[src/rtl/sr_pkg.sv]
// Shared types and constants for the SR pulse generator.
package sr_pkg;

   localparam int CNT_W = 8;

   typedef enum logic [1:0] {
      IDLE  = 2'd0,
      PULSE = 2'd1,
      GAP   = 2'd2
   } sr_state_t;

endpackage

[src/rtl/sr_down_cnt.sv]
// Loadable down-counter shared by the PULSE and GAP phases; flags zero.
module sr_down_cnt
   import sr_pkg::*;
(
   input  logic             CLK,
   input  logic             RST_N,
   input  logic             LOAD,
   input  logic [CNT_W-1:0] LOAD_VAL,
   input  logic             DEC,
   output logic             ZERO
);

   logic [CNT_W-1:0] cnt_reg;

   // Load has priority; decrement saturates at zero so an idle counter stays put.
   always_ff @(posedge CLK) begin
      if (!RST_N) begin
         cnt_reg <= '0;
      end else if (LOAD) begin
         cnt_reg <= LOAD_VAL;
      end else if (DEC && (cnt_reg != '0)) begin
         cnt_reg <= cnt_reg - 1'b1;
      end
   end

   assign ZERO = (cnt_reg == '0);

endmodule

[src/rtl/sr_pulse_gen.sv]
// Turns level set/clear requests into fixed-width S/R pulses with a forced gap.
// Optional conflict flag on ERR is built only when SR_CONFLICT_CHECK_EN is defined.
module sr_pulse_gen
   import sr_pkg::*;
#(
   parameter int PULSE_LEN = 3,
   parameter int GAP_LEN   = 2,
   parameter int PRIO_CLR  = 1
)(
   input  logic CLK,
   input  logic RST_N,
   input  logic SET_REQ,
   input  logic CLR_REQ,
   output logic S,
   output logic R,
   output logic ACK,
   output logic BUSY,
   output logic Q_EXP,
   output logic ERR
);

   localparam logic [CNT_W-1:0] PULSE_LD = CNT_W'(PULSE_LEN - 1);
   localparam logic [CNT_W-1:0] GAP_LD   = CNT_W'(GAP_LEN - 1);

   sr_state_t        state_reg;
   logic             s_reg;
   logic             r_reg;
   logic             ack_reg;
   logic             busy_reg;
   logic             q_exp_reg;
   logic             is_set_reg;

   logic             req_any;
   logic             pick_set;
   logic             cnt_zero;
   logic             cnt_load;
   logic             cnt_dec;
   logic [CNT_W-1:0] cnt_load_val;

   assign req_any  = SET_REQ | CLR_REQ;
   // With both requests high, set wins only when clear is not the priority side.
   assign pick_set = SET_REQ && (!CLR_REQ || (PRIO_CLR == 0));

   always_comb begin
      cnt_load     = 1'b0;
      cnt_load_val = PULSE_LD;
      cnt_dec      = (state_reg != IDLE);
      if ((state_reg == IDLE) && req_any) begin
         cnt_load = 1'b1;
      end else if ((state_reg == PULSE) && cnt_zero && (GAP_LEN != 0)) begin
         cnt_load     = 1'b1;
         cnt_load_val = GAP_LD;
      end
   end

   sr_down_cnt u_cnt (
      .CLK      (CLK),
      .RST_N    (RST_N),
      .LOAD     (cnt_load),
      .LOAD_VAL (cnt_load_val),
      .DEC      (cnt_dec),
      .ZERO     (cnt_zero)
   );

   always_ff @(posedge CLK) begin
      if (!RST_N) begin
         state_reg  <= IDLE;
         s_reg      <= 1'b0;
         r_reg      <= 1'b0;
         ack_reg    <= 1'b0;
         busy_reg   <= 1'b0;
         q_exp_reg  <= 1'b0;
         is_set_reg <= 1'b0;
      end else begin
         ack_reg <= 1'b0;
         case (state_reg)
            IDLE: begin
               if (req_any) begin
                  state_reg  <= PULSE;
                  busy_reg   <= 1'b1;
                  is_set_reg <= pick_set;
                  s_reg      <= pick_set;
                  r_reg      <= !pick_set;
               end
            end
            PULSE: begin
               if (cnt_zero) begin
                  s_reg     <= 1'b0;
                  r_reg     <= 1'b0;
                  ack_reg   <= 1'b1;
                  q_exp_reg <= is_set_reg;
                  if (GAP_LEN == 0) begin
                     state_reg <= IDLE;
                     busy_reg  <= 1'b0;
                  end else begin
                     state_reg <= GAP;
                  end
               end
            end
            GAP: begin
               if (cnt_zero) begin
                  state_reg <= IDLE;
                  busy_reg  <= 1'b0;
               end
            end
            default: begin
               state_reg <= IDLE;
               busy_reg  <= 1'b0;
               s_reg     <= 1'b0;
               r_reg     <= 1'b0;
            end
         endcase
      end
   end

`ifdef SR_CONFLICT_CHECK_EN
   logic err_reg;

   always_ff @(posedge CLK) begin
      if (!RST_N) begin
         err_reg <= 1'b0;
      end else if ((state_reg == IDLE) && SET_REQ && CLR_REQ) begin
         err_reg <= 1'b1;
      end
   end

   assign ERR = err_reg;
`else
   assign ERR = 1'b0;
`endif

   assign S     = s_reg;
   assign R     = r_reg;
   assign ACK   = ack_reg;
   assign BUSY  = busy_reg;
   assign Q_EXP = q_exp_reg;

endmodule

[config.mk]
export PLATFORM = sky130hd
export DESIGN_NAME = sr_pulse_gen
export DESIGN_NICKNAME = d
export VERILOG_FILES = /design/src/rtl/sr_pkg.sv /design/src/rtl/sr_down_cnt.sv /design/src/rtl/sr_pulse_gen.sv
export SDC_FILE = /design/constraint.sdc
export NUM_CORES = 1
export LEC_CHECK = 0
export CORE_MARGIN = 2
export CORE_UTILIZATION = 57
export DETAILED_ROUTE_END_ITERATION = 8
export PLACE_DENSITY = 0.9
export SYNTH_ARGS = -nofsm -noshare
export SYNTH_HDL_FRONTEND = slang
export SYNTH_SLANG_ARGS = --single-unit
[constraint.sdc]
create_clock -name CLK -period 2.8 [get_ports CLK]
set_input_delay 0.56 -clock CLK [delete_from_list [all_inputs] [get_ports CLK]]
set_output_delay 0.56 -clock CLK [all_outputs]
set_load 0.02 [all_outputs]
== Yosys cells after proc, flatten, opt, wreduce, memory -nomap -nowiden ==
Cells that the tools add are included.

* Word-level logic and storage cells: 52
* Register bits after elaboration: 16
* Output and inout bits: 6
* Bits of input ports: 4

* Bitwise operators: 3
* Add/subtract/negate cells: 1
* Reduce and logical (&&, ||, !) cells: 17
* Eq/ne operators: 5
* Multiplexer cells: 18

{| class="wikitable"
|+ Operator list
! operator !! number
|-
| 2-to-1 mux 8 bit || 3
|-
| case mux 1 bit (3 select lines) || 3
|-
| AND reduction 3 bit || 3
|-
| zero test 8 bit || 1
|-
| 2-to-1 mux 2 bit || 4
|-
| nonzero test 8 bit || 1
|-
| subtractor 8 x 1 -> 8 bit, second input constant || 1
|-
| 2-to-1 mux 1 bit || 7
|-
| inequality test 2 bit, second input constant || 3
|-
| case mux 2 bit (3 select lines) || 1
|-
| AND reduction 2 bit || 3
|-
| logical AND 1 bit || 4
|-
| nonzero test 2 bit || 2
|-
| equality test 2 x 1 -> 1 bit, second input constant || 1
|-
| equality test 2 bit, second input constant || 1
|-
| zero test 1 bit || 2
|-
| zero test 2 bit || 1
|-
| NOT 1 bit || 2
|-
| OR 1 bit || 1
|}

== Depth between registers and ports, before layout ==
Gate-level depths: netlist of the first run.

* Word-level depth: 5
* Depth in mapped cells: 7

== Cells and area by module ==
Synthesis of the first run repeated with hierarchy kept, for this count alone.

* Cells, all modules: 101
* Area, all modules: 885.8 um^2

{| class="wikitable"
|+ Modules (own cells, without submodules)
! module !! area an instance (um^2) !! seq. area each (um^2) !! cells an instance !! times used
|-
| sr_down_cnt || 508.0 || 160.2 || 58 || 1
|-
| sr_pulse_gen || 377.9 || 160.2 || 43 || 1
|}

== Worst setup path after synthesis of the first run ==
No wires, ideal clock.

* Path kind: register -> register
* Start: reg u_cnt.cnt_reg[0]
* End: reg u_cnt.cnt_reg[5]
* Arrival: 1.535 ns
* Path slack: 1.195 ns
* Path buffers: 1
* Required time: 2.730 ns
* Cell stages (with the launch flop): 8
* Period minus slack after synthesis: 1.605 ns
* Cells stage by stage: dfxtp_1 inv_1 ha_1 nor3b_1 and2_1 buf_6 or3_1 a21oi_1

* Longest elaborated chain between the ends: 5
* Elaborated cells between the ends (all ways): 10
* Classes of those cells: add/sub (1); mux (4); reduce/logical (5)

{| class="wikitable"
|+ RTL lines
! what !! line !! source
|-
| from (decl) || sr_down_cnt.sv:13 || <nowiki>logic [CNT_W-1:0] cnt_reg;</nowiki>
|-
| from (signal assigned) || sr_down_cnt.sv:22 || <nowiki>cnt_reg <= cnt_reg - 1'b1;</nowiki>
|-
| parallel branches: the longest is 5 deep, another holds subtractor 8 x 1 -> 8 bit || - ||
|}

Several ways; the timed one is not identified. The select of a mux whose other input is x is not followed.
A chain may end at the register's enable or synchronous reset.

== Worst setup path after layout of the first run ==
* Start: reg u_cnt.cnt_reg[0]
* End: reg u_cnt.cnt_reg[1]

* Longest elaborated chain between the ends: 5
* Elaborated cells between the ends (all ways): 12
* Classes of those cells: add/sub (1); mux (6); reduce/logical (5)

{| class="wikitable"
|+ RTL lines
! what
|-
| parallel branches: the longest is 5 deep, another holds subtractor 8 x 1 -> 8 bit
|}

Several ways; the timed one is not identified. The select of a mux whose other input is x is not followed.

==> Flow_metrics.wiki, run 1 <==
{| class="wikitable"
! Metric !! Value
|-
| Status || complete, no violations
|-
| Post-Synth Simple-Gate Area || 0.275
|-
| Dpl hpwl || 1210 µm
|-
| Via count of the first global-routing pass || 663
|-
| Residual overflow from global routing || 0
|-
| Antenna cells || 0
|-
| Share of flip-flops with an asynchronous set or reset || 0
|-
| Post-Place Cells || 113
|-
| Core Area || 0.00133 mm²
|-
| Max transition margin || 0.671
|-
| Layout cells sized above 1 || 0.0693
|-
| Count of pins over their slew limit || 0
|-
| Setup Total Neg Slack || 0 ns
|-
| Path type of the worst setup path || reg -> reg
|-
| Mux cell area share after synthesis || 0.0239
|-
| Number of detailed-routing iterations run before antenna repair || 4
|-
| Least-Margin Pin Slew || 0.487 ns
|-
| I/O Pins || 10
|-
| Final setup violation count || 0
|-
| Routability congestion estimate || 0.887
|-
| Fraction of synthesized cell area taken by the top area cell type || 0.383
|-
| Total Die Area || 0.00179 mm²
|-
| Final-report hold violation count || 0
|-
| Total power || 1.26 mW
|-
| Register area share after synthesis || 0.383
|-
| Startpoint types || flip-flop
|-
| Top achievable clock speed || 511 MHz
|-
| Reg-to-Reg End || u_cnt.cnt_reg[1]
|-
| Synth Cell Area || 837 µm²
|-
| Routed WL per cell || 14.7 µm
|-
| Hold WS || 0.509 ns
|-
| Warnings, synthesis || 0
|-
| Die width || 42.3 µm
|-
| First-pass GRT wire length || 2880 µm
|-
| Clock root cell || clkbuf_4
|-
| Data arrival time of the critical path || 2.15 ns
|-
| Routed WL || 1700 µm
|-
| Die span in y || 42.3 µm
|-
| Area added between synthesis and finish || 10.8%
|-
| Final standard cell count with taps included and fillers excluded || 116
|-
| Pin count of the biggest net entering global routing || 13
|-
| Number of rows in the core area || 13
|-
| Worst-case vdd ir drop || 0.000647 V
|-
| Clock-pin slew on the worst setup and hold paths || 0.09 ns
|-
| Max-capacitance violation count || 0
|-
| Type of the worst min-delay path || reg -> reg
|-
| Post-cts resize count || 0
|-
| Clock skew || 0.00386 ns
|-
| Compound-gate portion of the synthesized area || 0.197
|-
| First-iteration detailed-routing DRC count || 24
|-
| Count of buffers added by post-CTS timing repair for setup || 0
|-
| Synth Area in Adders || 0.0299
|-
| Antenna violations before repair || 0
|-
| Startpoint of the most critical setup path || u_cnt.cnt_reg[0]
|-
| PwrDens || 1360 mW/mm²
|-
| H-tree depth || 1
|-
| Total Routing Usage GR || 0.208
|-
| Number of flip-flops in the largest register || 8
|-
| Final critical delay including setup and external delays || 1.96 ns
|-
| Overall via count from detail_route || 731
|-
| Most instantiated flip-flop cell in the synthesis netlist || dfxtp_1
|-
| Deepest clock path buffer count || 2
|-
| Final cycle utilization of the critical path || 0.699
|-
| Avg Inst Size Synth || 8.81 µm²
|-
| Mapped Nets || 101
|-
| Static power due to leakage || 0.347 nW
|-
| Number of sinks handled by clock tree synthesis || 16
|-
| Final instance area || 927 µm²
|-
| RSZ-0062 raised after global routing || false
|-
| Avg Vias per Cell || 6.30
|-
| Largest family of logic cells by synthesized area || simple AND/OR/NAND/NOR gates
|-
| Fraction of synthesized cell area in xor and xnor cells || 0.0314
|-
| Number of synthesized register bits || 16
|-
| Post-synthesis cell count || 95
|-
| Post-route ant nets || 0
|-
| Inserted Clock Buffers || 3
|-
| Starting Density || 0.628
|-
| DRC || 0
|-
| Leading cell types by total area after synthesis || dfxtp_1 38%, a21oi_1 6.6%, nor2_1 4.9%, xnor2_1 3.1%, ha_1 3.0%
|-
| Endpoint class of the critical path || flip-flop
|-
| Max FO, Critical Path || 9
|-
| Reg2reg start || u_cnt.cnt_reg[0]
|-
| Final layout net count || 109
|-
| Clock latency reported for the late side of the worst-skew pair || 0.29 ns
|-
| Hold buffer count at CTS || 0
|-
| Number of buffer cells added on primary ports || 8
|-
| Cell accounting for the most synthesized area || dfxtp_1
|-
| CTS tree || yes
|-
| Cell count of the worst reg-to-reg path || 6
|-
| Cell Area, Placed || 905 µm²
|-
| Setup slack of the worst register-to-register path || 0.84 ns
|-
| Endpoint of the most critical setup path || u_cnt.cnt_reg[1]
|-
| Count of flip-flops with a built-in enable after synthesis || 0
|-
| Number of distinct library cell variants in the gate-level netlist after synthesis || 40
|-
| Data required time at the worst endpoint || 2.99 ns
|}
## report_power, final
group | internal (mW) | switching (mW)
sequential | 0.310 | 0.116
combinational | 0.323 | 0.395
clock | 0.0502 | 0.0709
total | 0.683 | 0.581
## worst min path at each step
stage | from | endpoint | slack [ns] | cells past startpoint
floorplan | is_set_reg | Q_EXP | 0.46 | 2
global placement | Q_EXP | Q_EXP | 0.48 | 2
detailed placement | Q_EXP | Q_EXP | 0.49 | 2
CTS | Q_EXP | Q_EXP | 0.51 | 2
global route | u_cnt.cnt_reg[5] | u_cnt.cnt_reg[5] | 0.54 | 2
finish | Q_EXP | Q_EXP | 0.51 | 2
## layer usage
layer  GRT usage  up-vias  wire length [µm]
met5           0        -                 0
met4       0.131        0                51
met3      0.0259        8                88
met2       0.326       26               806
met1       0.267      337               756
li1            -      360                 -
## cell usage in the layout, fill, tap and decap left out, types with 2 or more instances in the layout
| cell type | count |
|---|---|
| dfxtp_1 | 16 |
| clkdlybuf4s50_1 | 8 |
| xnor2_1 | 3 |
| nand2_1 | 2 |
| a211oi_1 | 3 |
| a21oi_1 | 11 |
| nor3_1 | 2 |
| a2bb2oi_1 | 2 |
| mux2i_1 | 2 |
| inv_1 | 3 |
| ha_1 | 2 |
| or3_1 | 4 |
| nand4_1 | 2 |
| nor3b_1 | 2 |
| nand3_1 | 3 |
| clkbuf_4 | 3 |
| nor2_1 | 11 |
| a31oi_1 | 2 |
## layout make-up
type / count / area, µm²
Multi-Input combinational cell: 70 / 470
Clock buffer: 3 / 22.5
Inverter: 4 / 15.0
Tap cell: 15 / 18.8
Sequential cell: 16 / 320
Fill cell: 116 / 407
Timing Repair Buffer: 8 / 80.1
## worst max-delay path, stage by stage, from the launching register on
cell	delay, ns
dfxtp_1	0.36
inv_1	0.10
ha_1	0.20
nor3b_1	0.43
and2_1	0.40
nor3_2	0.08
o31a_1	0.28
## synthesized netlist by cell type (2+ instances only)
cell type	instances
dfxtp_1	16
a21oi_1	11
nor2_1	11
or3_1	4
a211oi_1	3
inv_1	3
nand3_1	3
xnor2_1	3
a2bb2oi_1	2
a31oi_1	2
clkbuf_1	2
ha_1	2
mux2i_1	2
nand2_1	2
nand4_1	2
nor3_1	2
nor3b_1	2
## kinds of logic (layout without fill, tap and decap cells)
kind of cell / count (synthesis) / after routing
buffers and inverters: 9 / 15
xor gates and xnor gates: 3 / 3
DFF: 16 / 16
other: 1 / 1
adders and majority gates: 2 / 2
muxes: 2 / 2
and+or+nand+nor: 37 / 37
AOI/OAI and AO/OA: 25 / 25
## through the flow
stage | utilization | worst slack (ns)
after detailed placement | 0.678 | 0.789
after global placement | 0.678 | 0.821
after floorplan | - | 1.19
after CTS | 0.695 | 0.857
after global routing | 0.695 | 0.657
final | 0.695 | 0.844
No activity file was read; power rests on OpenSTA's default activity.
==> inputs of run 2 (changes only) <==
--- a/config.mk
+++ b/config.mk
@@ -6,9 +6,9 @@
 export NUM_CORES = 1
 export LEC_CHECK = 0
 export CORE_MARGIN = 2
-export CORE_UTILIZATION = 57
+export CORE_UTILIZATION = 47
 export DETAILED_ROUTE_END_ITERATION = 8
-export PLACE_DENSITY = 0.9
+export PLACE_DENSITY = 0.81
 export SYNTH_ARGS = -nofsm -noshare
 export SYNTH_HDL_FRONTEND = slang
 export SYNTH_SLANG_ARGS = --single-unit
==> constraint.sdc (replaced) <==
create_clock -name CLK -period 1.7 [get_ports CLK]
set_input_delay 0.34 -clock CLK [delete_from_list [all_inputs] [get_ports CLK]]
set_output_delay 0.34 -clock CLK [all_outputs]
set_load 0.02 [all_outputs]
==> run 2 against run 1 <==
Setup slack worse by 0.75 ns. Cell count is 17% higher. First-iteration DRC count is 38% lower. Sequential power is 56% higher. Global-route usage hardly changed. Sequential share of layout area is 3.7 points lower. Count of clock-buffer cells in the layout is 1 higher. Die area is 19% higher. Critical path depth stayed put. Via count is 5.3% higher. Sequential cell count stayed put. Maximum frequency is 22% higher. Critical path type unchanged. Largest cell class unchanged. Highest routed layer unchanged.
==> Flow_metrics.wiki, run 2 (synthesis gave the netlist of run 1 again) <==
{| class="wikitable"
! Metric !! Value
|-
| Pin count of the biggest net entering global routing || 10 (-3)
|-
| Data required time at the worst endpoint || 1.93 ns (-1.06 ns)
|-
| Max stage delay cell, worst path || dfxtp_1
|-
| Number of sinks handled by clock tree synthesis || 16 (unchanged)
|-
| Final cycle utilization of the critical path || 0.943 (+0.244)
|-
| Setup slack of the worst register-to-register path || 0.1 ns (-0.75 ns)
|-
| Data arrival time of the critical path || 1.83 ns (-0.32 ns)
|-
| Final-report hold violation count || 0 (unchanged)
|-
| Residual overflow from global routing || 0 (unchanged)
|-
| Clock skew || 0.00414 ns (+0.000284 ns)
|-
| CTS tree || yes
|-
| Static power due to leakage || 0.408 nW (+17%)
|-
| Number of flip-flops in the largest register || 8 (unchanged)
|-
| Metal2 WL || 916 µm (+14%)
|-
| Startpoint types || flip-flop
|-
| Die span in y || 46.2 µm (+9.2%)
|-
| Post-route ant nets || 0 (unchanged)
|-
| Routability congestion estimate || 0.872 (-1.7%)
|-
| Avg Vias per Cell || 5.66 (-10%)
|-
| Path type of the worst setup path || reg -> reg
|-
| H-tree depth || 1 (unchanged)
|-
| Final standard cell count with taps included and fillers excluded || 136 (+17%)
|-
| Max FO, Critical Path || 9 (unchanged)
|-
| Max-capacitance violation count || 0 (unchanged)
|-
| Antenna violations before repair || 0 (unchanged)
|-
| Clock root cell || clkbuf_4
|-
| Final critical delay including setup and external delays || 1.60 ns (-0.353 ns)
|-
| Area added between synthesis and finish || 24.1%
|-
| Starting Density || 0.490 (-0.137)
|-
| Endpoint class of the critical path || flip-flop
|-
| Clock latency reported for the late side of the worst-skew pair || 0.29 ns (about the same)
|-
| Dpl hpwl || 1410 µm (+16%)
|-
| Routed WL || 1900 µm (+11%)
|-
| Post-Place Cells || 132 (+17%)
|-
| CP peak stage delay || 0.37 ns (-0.06 ns)
|-
| Via count of the first global-routing pass || 712 (+7.4%)
|-
| Final layout net count || 118 (+8.3%)
|-
| Layout cells sized above 1 || 0.189 (+0.120)
|-
| Met1 wire length || 863 µm (+14%)
|-
| Gate family responsible for the most delay along the worst path || simple AND/OR/NAND/NOR gates
|-
| DRC || 0 (unchanged)
|-
| Clock-pin slew on the worst setup and hold paths || 0.10 ns (about the same)
|-
| Final setup violation count || 0 (unchanged)
|-
| Max layer used || met4
|-
| Overall via count from detail_route || 770 (+5.3%)
|-
| I/O Pins || 10 (unchanged)
|-
| Most frequent cells in the layout || 16 x dfxtp_1, 11 x nor2_1, 11 x a21oi_1, 9 x buf_4, 8 x clkdlybuf4s50_1
|-
| Util after Layout || 0.608 (-0.0871)
|-
| Worst path buffer plus inverter count || 1 (unchanged)
|-
| Commonest non-fill, non-tap cell in the layout || dfxtp_1
|-
| Top achievable clock speed || 624 MHz (+22%)
|-
| Type of the worst min-delay path || reg -> reg
|-
| Total Routing Usage GR || 0.208 (about the same)
|-
| RSZ-0062 raised after global routing || false
|-
| Routed WL per cell || 13.9 µm (-5.0%)
|-
| First-iteration detailed-routing DRC count || 15 (-38%)
|-
| Count of pins over their slew limit || 0 (unchanged)
|-
| PwrDens || 2270 mW/mm² (+67%)
|-
| Series of cell instances along the critical path || inv_1 -> ha_1 -> nor3b_2 -> and2_4 -> or3_1 -> a21oi_1
|-
| Worst-case vdd ir drop || 0.00136 V (+110%)
|-
| Core Area || 0.00171 mm² (+28%)
|-
| Met3 layer wire length in the routed design || 105 µm (+19%)
|-
| Number of buffer cells added on primary ports || 8 (unchanged)
|-
| Total Die Area || 0.00213 mm² (+19%)
|-
| Antenna cells || 0 (unchanged)
|-
| Number of detailed-routing iterations run before antenna repair || 4 (unchanged)
|-
| Status || complete, no violations
|-
| First-pass GRT wire length || 3060 µm (+6.5%)
|-
| Hold buffer count at CTS || 0 (unchanged)
|-
| Die width || 46.2 µm (+9.2%)
|-
| Deepest clock path buffer count || 2 (unchanged)
|-
| Inserted Clock Buffers || 3 (unchanged)
|-
| Number of rows in the core area || 15 (+2)
|}
run 2: worst paths after layout:
kind,to,depth (start not counted),start
min,Q_EXP,2,is_set_reg
max reg2reg,u_cnt.cnt_reg[4],6,u_cnt.cnt_reg[1]
min reg2reg,Q_EXP,2,is_set_reg
max,u_cnt.cnt_reg[4],6,u_cnt.cnt_reg[1]
run 2: area by class of cell:
| type | instances | area (µm²) |
|---|---|---|
| Inverter | 4 | 15.0 |
| Multi-Input combinational cell | 70 | 488 |
| Sequential cell | 16 | 320 |
| Clock buffer | 4 | 36.3 |
| Fill cell | 153 | 669 |
| Tap cell | 25 | 31.3 |
| Timing Repair Buffer | 17 | 148 |
run 2: layer usage:
metal  vias to the layer above  GRT usage
li1                        381          -
met1                       360      0.257
met2                        27      0.314
met3                         2     0.0706
met4                         0      0.114
met5                         -          0
run 2: worst min-delay path: stages, from the launching register on:
cell     delay (ns)
dfxtp_1        0.34
mux2i_1        0.07
nor2_1         0.07
run 2: through the flow:
| step | hold WS, ns | power (mW) | setup slack, ns | TNS (ns) | instance area [µm²] |
|---|---|---|---|---|---|
| 5_1_grt | 0.540 | 2.56 | 0.00340 | 0 | 1040 |
| 6_report | 0.503 | 2.36 | 0.0967 | 0 | 1040 |
| 4_1_cts | 0.513 | 2.32 | 0.00114 | 0 | 1030 |
| 2_1_floorplan | 0.437 | 1.67 | 0.0946 | 0 | 837 |
| 3_3_place_gp | 0.478 | 1.98 | -0.0263 | -0.0625 | 985 |
| 3_5_place_dp | 0.489 | 2.03 | -0.0769 | -0.354 | 985 |
run 2: where the power goes:
part	switching [mW]	internal [mW]
Clock	0.127	0.131
Combinational	0.738	0.699
Sequential	0.155	0.511
Total	1.02	1.34
run 2: repair_timing:
| action | in CTS | in global routing |
|---|---|---|
| buffers inserted | 0 | 0 |
| setup endpoints to repair | 7 | 11 |
| pin swaps | 0 | 0 |
| resized for setup | 2 | 3 |
